**src/rtl/intf_stim_gen_pkg.sv**
```systemverilog
// Shared state encoding and default parameter values for the intf_stim_gen stimulus generator.
package intf_stim_gen_pkg;

  localparam int A_DEFAULT = 100;
  localparam int D_DEFAULT = 1;
  localparam int W_DEFAULT = 8;

  // Gap timer width: holds the largest legal idle gap (255).
  localparam int GAP_W = 8;

  typedef enum logic [1:0] {
    IDLE = 2'd0,
    SEND = 2'd1,
    GAP  = 2'd2,
    DONE = 2'd3
  } state_e;

endpackage

```
**src/rtl/intf_stim_gen_gap_ctr.sv**
```systemverilog
// Idle-gap timer: loads D on a transfer, counts down while the FSM sits in GAP,
// and flags the final idle cycle so the FSM can return to SEND.
module intf_stim_gen_gap_ctr
  import intf_stim_gen_pkg::*;
#(
  parameter int D = D_DEFAULT
) (
  input  logic clk,
  input  logic rst_n,
  input  logic load,
  input  logic en,
  output logic expired
);

  logic [GAP_W-1:0] cnt_q;
  logic [GAP_W-1:0] cnt_d;

  always_comb begin
    cnt_d = cnt_q;
    if (load) begin
      cnt_d = GAP_W'(D);
    end else if (en && (cnt_q != '0)) begin
      cnt_d = cnt_q - GAP_W'(1);
    end
  end

  always_ff @(posedge clk) begin
    if (!rst_n) begin
      cnt_q <= '0;
    end else begin
      cnt_q <= cnt_d;
    end
  end

  // The first GAP cycle sees cnt_q == D, so expiring at 1 yields exactly D idle cycles.
  assign expired = en && (cnt_q == GAP_W'(1));

endmodule

```
**src/rtl/intf_stim_gen.sv**
```systemverilog
// Valid/ready stimulus generator: emits A beats of incrementing data with D idle cycles
// between beats. Define INTF_STIM_GEN_CHECKSUM_EN to add a running checksum output.
module intf_stim_gen
  import intf_stim_gen_pkg::*;
#(
  parameter int A = A_DEFAULT,
  parameter int D = D_DEFAULT,
  parameter int W = W_DEFAULT
) (
  input  logic                     clk,
  input  logic                     rst_n,
  input  logic                     start,
  input  logic                     ready,
  output logic                     valid,
  output logic [W-1:0]             data,
  output logic                     last,
  output logic                     done,
  output logic [$clog2(A+1)-1:0]   count
`ifdef INTF_STIM_GEN_CHECKSUM_EN
  ,
  output logic [W-1:0]             checksum
`endif
);

  localparam int CW = $clog2(A + 1);
  localparam logic [CW-1:0] LAST_IDX = CW'(A - 1);

  state_e        state_q;
  state_e        state_d;
  logic [W-1:0]  data_q;
  logic [W-1:0]  data_d;
  logic [CW-1:0] count_q;
  logic [CW-1:0] count_d;

  logic xfer;
  logic is_last;
  logic run_start;
  logic gap_expired;

  assign valid     = (state_q == SEND);
  assign xfer      = valid && ready;
  assign is_last   = (count_q == LAST_IDX);
  assign last      = valid && is_last;
  assign done      = (state_q == DONE);
  assign data      = data_q;
  assign count     = count_q;
  // start is only honoured when no run is in flight.
  assign run_start = start && ((state_q == IDLE) || (state_q == DONE));

  always_comb begin
    state_d = state_q;
    data_d  = data_q;
    count_d = count_q;
    case (state_q)
      IDLE, DONE: begin
        if (run_start) begin
          state_d = SEND;
          data_d  = '0;
          count_d = '0;
        end
      end
      SEND: begin
        if (xfer) begin
          data_d  = data_q + W'(1);
          count_d = count_q + CW'(1);
          if (is_last) begin
            state_d = DONE;
          end else if (D > 0) begin
            state_d = GAP;
          end
        end
      end
      GAP: begin
        if (gap_expired) begin
          state_d = SEND;
        end
      end
      default: state_d = IDLE;
    endcase
  end

  always_ff @(posedge clk) begin
    if (!rst_n) begin
      state_q <= IDLE;
      data_q  <= '0;
      count_q <= '0;
    end else begin
      state_q <= state_d;
      data_q  <= data_d;
      count_q <= count_d;
    end
  end

  generate
    if (D > 0) begin : g_gap
      logic gap_load;
      assign gap_load = xfer && !is_last;

      intf_stim_gen_gap_ctr #(
        .D(D)
      ) u_gap_ctr (
        .clk    (clk),
        .rst_n  (rst_n),
        .load   (gap_load),
        .en     (state_q == GAP),
        .expired(gap_expired)
      );
    end else begin : g_no_gap
      assign gap_expired = 1'b0;
    end
  endgenerate

`ifdef INTF_STIM_GEN_CHECKSUM_EN
  logic [W-1:0] checksum_q;
  logic [W-1:0] checksum_d;

  always_comb begin
    checksum_d = checksum_q;
    if (run_start) begin
      checksum_d = '0;
    end else if (xfer) begin
      checksum_d = checksum_q + data_q;
    end
  end

  always_ff @(posedge clk) begin
    if (!rst_n) begin
      checksum_q <= '0;
    end else begin
      checksum_q <= checksum_d;
    end
  end

  assign checksum = checksum_q;
`endif

endmodule

```
**config.mk**
```make
export PLATFORM = sky130hd
export DESIGN_NAME = intf_stim_gen
export DESIGN_NICKNAME = d
export VERILOG_FILES = /design/src/rtl/intf_stim_gen_pkg.sv /design/src/rtl/intf_stim_gen_gap_ctr.sv /design/src/rtl/intf_stim_gen.sv
export SDC_FILE = /design/constraint.sdc
export NUM_CORES = 1
export LEC_CHECK = 0
export ABC_AREA = 1
export BUFFER_PORTS_ARGS = -buffer_cell sky130_fd_sc_hd__buf_2
export CAP_MARGIN = 0
export CORE_MARGIN = 4
export CORE_UTILIZATION = 55
export CTS_BUF_LIST = sky130_fd_sc_hd__clkbuf_4
export DETAILED_ROUTE_END_ITERATION = 7
export GPL_TIMING_DRIVEN = 0
export PLACE_DENSITY_LB_ADDON = 0.2
export SYNTH_ARGS = -nofsm -noshare
export SYNTH_HDL_FRONTEND = slang
export SYNTH_SLANG_ARGS = --single-unit
```
**constraint.sdc**
```tcl
create_clock -name clk -period 2.7 [get_ports clk]
set_input_delay 0 -clock clk [delete_from_list [all_inputs] [get_ports clk]]
set_output_delay 0 -clock clk [all_outputs]
set_load 0.03 [all_outputs]
```
==> key figures <==
Outcome
  – Status: finished, final reports clean

Detailed routing
  – Routed vias/inst: 4.85
  – Final ANT Viol Nets: 0
  – Number of DRC markers in iteration 0: 45
  – Post-Route WL: 2.86 mm
  – Routed vias: 1359
  – WL/cell: 10.2 um
  – Drt pass-1 iters: 4
  – DRC Markers: 0

Global route
  – First-pass GRT wire length: 5.15 mm
  – Largest net degree at the start of global routing: 14
  – Vias in the first global route: 1235
  – Initial antenna violation count: 0
  – GR Util All Layers: 18.5%
  – Grt total ovfl: 0

Power
  – Cell Pwr Density: 763 nW/um2
  – Int Pwr: 686 uW
  – NetSw: 571 uW
  – Sequential fraction of design power: 35.5%
  – Comb pwr share: 50.3%
  – IR drop worst, VDD: 0.000629 V
  – Clock power share: 14.1%
  – P_leak: 0.000811 uW
  – Switching Share: 45.4%

Logic synthesis
  – Distinct cells, synth: 26
  – FF+latch count, synth: 25
  – Post-synthesis cell count: 224
  – Syn nets: 236
  – Main flop type after synthesis: dfxtp_1
  – Area leader, netlist: dfxtp_1
  – Post-synth EDFFs: 0
  – Sequential cell area fraction in the yosys report: 34.2%
  – Mapped Area: 1460 um2
  – Yosys warns: 0
  – Post-Syn Area per Cell: 6.54 um2
  – Synth area leaders: dfxtp_1 34%, nand2_1 16%, nor2_1 9.5%, inv_1 9.0%, ha_1 6.8%
  – Async SR Flop Fraction: 0%
  – Top-area cell type share of the netlist area: 34.2%

Critical path
  – CP Max Fanout: 10
  – Slowest cell delay on critical path: 0.38 ns
  – Critical path required time: 2.92 ns
  – Buffer and inverter count on the worst path: 3
  – WS Path Type: reg -> reg
  – Cell Chain, Critical Path: inv_1 -> ha_1 -> inv_1 -> nand2_1 -> nand2_2 -> nand2_2 -> o21ai_2 -> inv_2 -> and3_1
  – Crit. End Element: flip-flop
  – Delay-heaviest family, CP: simple AND/OR/NAND/NOR gates
  – Worst setup SP type: flip-flop
  – Worst EP arrival: 1.90 ns
  – Critical path's slowest cell: dfxtp_1

STA
  – Worst hold slack: 0.0874 ns
  – Clock Skew: 0.00614 ns
  – Final period util: 62.0%
  – Max Clock Freq: 597 MHz
  – Relative slew slack: 81.9%
  – TNS Setup: 0 ns
  – RSZ-0062 raised after global routing: false
  – Tmin final: 1.67 ns
  – Measured slew at the worst slew-check pin: 0.271 ns
  – Max-slew violations: 0
  – Number of hold violations in the final report: 0
  – Final setup fails: 0

Clock tree
  – Post_cts resized: 0
  – CTS tree: done
  – Clock Latency Late Sink: 0.32 ns
  – H-tree levels: 1
  – Maximum clock path buffer count: 2
  – Root Buffer: clkbuf_4
  – CTS Sinks: 25
  – CTS buffer count: 3
  – Reg clk slew, reported paths: 0.13 ns

Cells and area
  – Post-Layout Cell Count: 280
  – ANT cells: 0
  – Most frequent cells in the layout: 61 x nand2_1, 37 x nor2_1, 35 x inv_1
  – Share of layout cells above drive strength 1: 15.6%
  – P&R area growth vs syn: 12.5%
  – Nets: 263
  – Most common cell after layout, fill and taps aside: nand2_1

Die
  – Die area: 3550 um2
  – Core Footprint: 2500 um2
  – IO Pins: 22
  – Die H: 59.6 um
  – Chip width: 59.6 um
  – # rows: 18
  – Initial Util: 58.6%

Hold path
  – Worst Hold Class: in -> reg

Placed design
  – Placed cell count: 275
  – DP HPWL: 2.18 mm
  – IO Port Bufs: 21
  – GP Congestion: 0.791

Run
  – Maxcap violations: 0
[logic make-up after synthesis]
group           Yosys count  synth area share (%)
simple gates            124                  37.4
fa+ha+maj                 8                  6.84
flops                    25                  34.2
compound gates           29                  11.1
buf+inv                  38                  10.4
[cells in the mapped netlist, types with 2 or more instances]
library cell,n
and3_1,2
nand2_4,2
o21bai_1,2
ha_1,8
nand4_1,4
dfxtp_1,25
nand2_2,2
nor2_4,3
nand3_1,6
a21oi_1,14
o21ai_0,8
nor2_1,37
nor3_1,4
inv_1,35
nand2_1,61
[registers in the layout, summed over array words and instances (netlist names)]
register and cells:
data 8, state_q 2, count 7, g_gap.u_gap_ctr.cnt_q 8
[power groups by stage]
stage / clock network, uW / registers [uW] / logic, uW
after global routing: 196 / 454 / 717
after floorplan: 0 / 480 / 486
after CTS: 183 / 446 / 634
final: 178 / 446 / 632
after detailed placement: 0 / 455 / 625
after global placement: 0 / 454 / 623
[timing repair]
action,4_1_cts,5_1_grt
hold buffers,1,0
setup buffers,0,0
hold endpoints to repair,4,0
[final timing paths]
path / startpoint / end / slack, ns / cells past startpoint
min: ready / g_gap.u_gap_ctr.cnt_q[0] / 0.09 / 7
max: state_q[0] / count[2] / 1.03 / 9
min reg2reg: g_gap.u_gap_ctr.cnt_q[1] / g_gap.u_gap_ctr.cnt_q[1] / 0.49 / 2
max reg2reg: state_q[0] / count[2] / 1.03 / 9
[final cells by class]
class | instances | area (um2)
fill | 242 | 853
multi-input combinational | 161 | 811
sequential | 25 | 500
inverter | 37 | 141
timing repair buffer | 22 | 115
tap | 30 | 37.5
clock buffer | 4 | 30.0
buffer | 1 | 11.3
[per-stage QoR]
| step | total power [uW] | setup slack (ns) | cell area [um2] | util, % |
|---|---|---|---|---|
| after floorplan | 966 | 1.08 | 1460 | - |
| after global placement | 1080 | 1.06 | 1610 | 64.3 |
| after detailed placement | 1080 | 1.05 | 1610 | 64.3 |
| after CTS | 1260 | 1.02 | 1650 | 65.9 |
| after global routing | 1370 | 0.878 | 1650 | 65.9 |
| final | 1260 | 1.03 | 1650 | 65.9 |
[layer usage]
metal | track usage (%) | vias up | routed length, um
met3 | 4.79 | 2 | 134
met2 | 31.8 | 23 | 1370
met5 | 0 | - | 0
met1 | 23.2 | 587 | 1350
met4 | 3.80 | 0 | 15
li1 | - | 747 | -
[worst min-delay path, stage by stage]
cell	delay [ns]
buf_2	0.09
nand2_1	0.04
inv_1	0.04
nand2_1	0.05
nand2_1	0.06
nor2_1	0.04
nor2_1	0.06
Note: power is estimated with default switching activity, not from simulation.
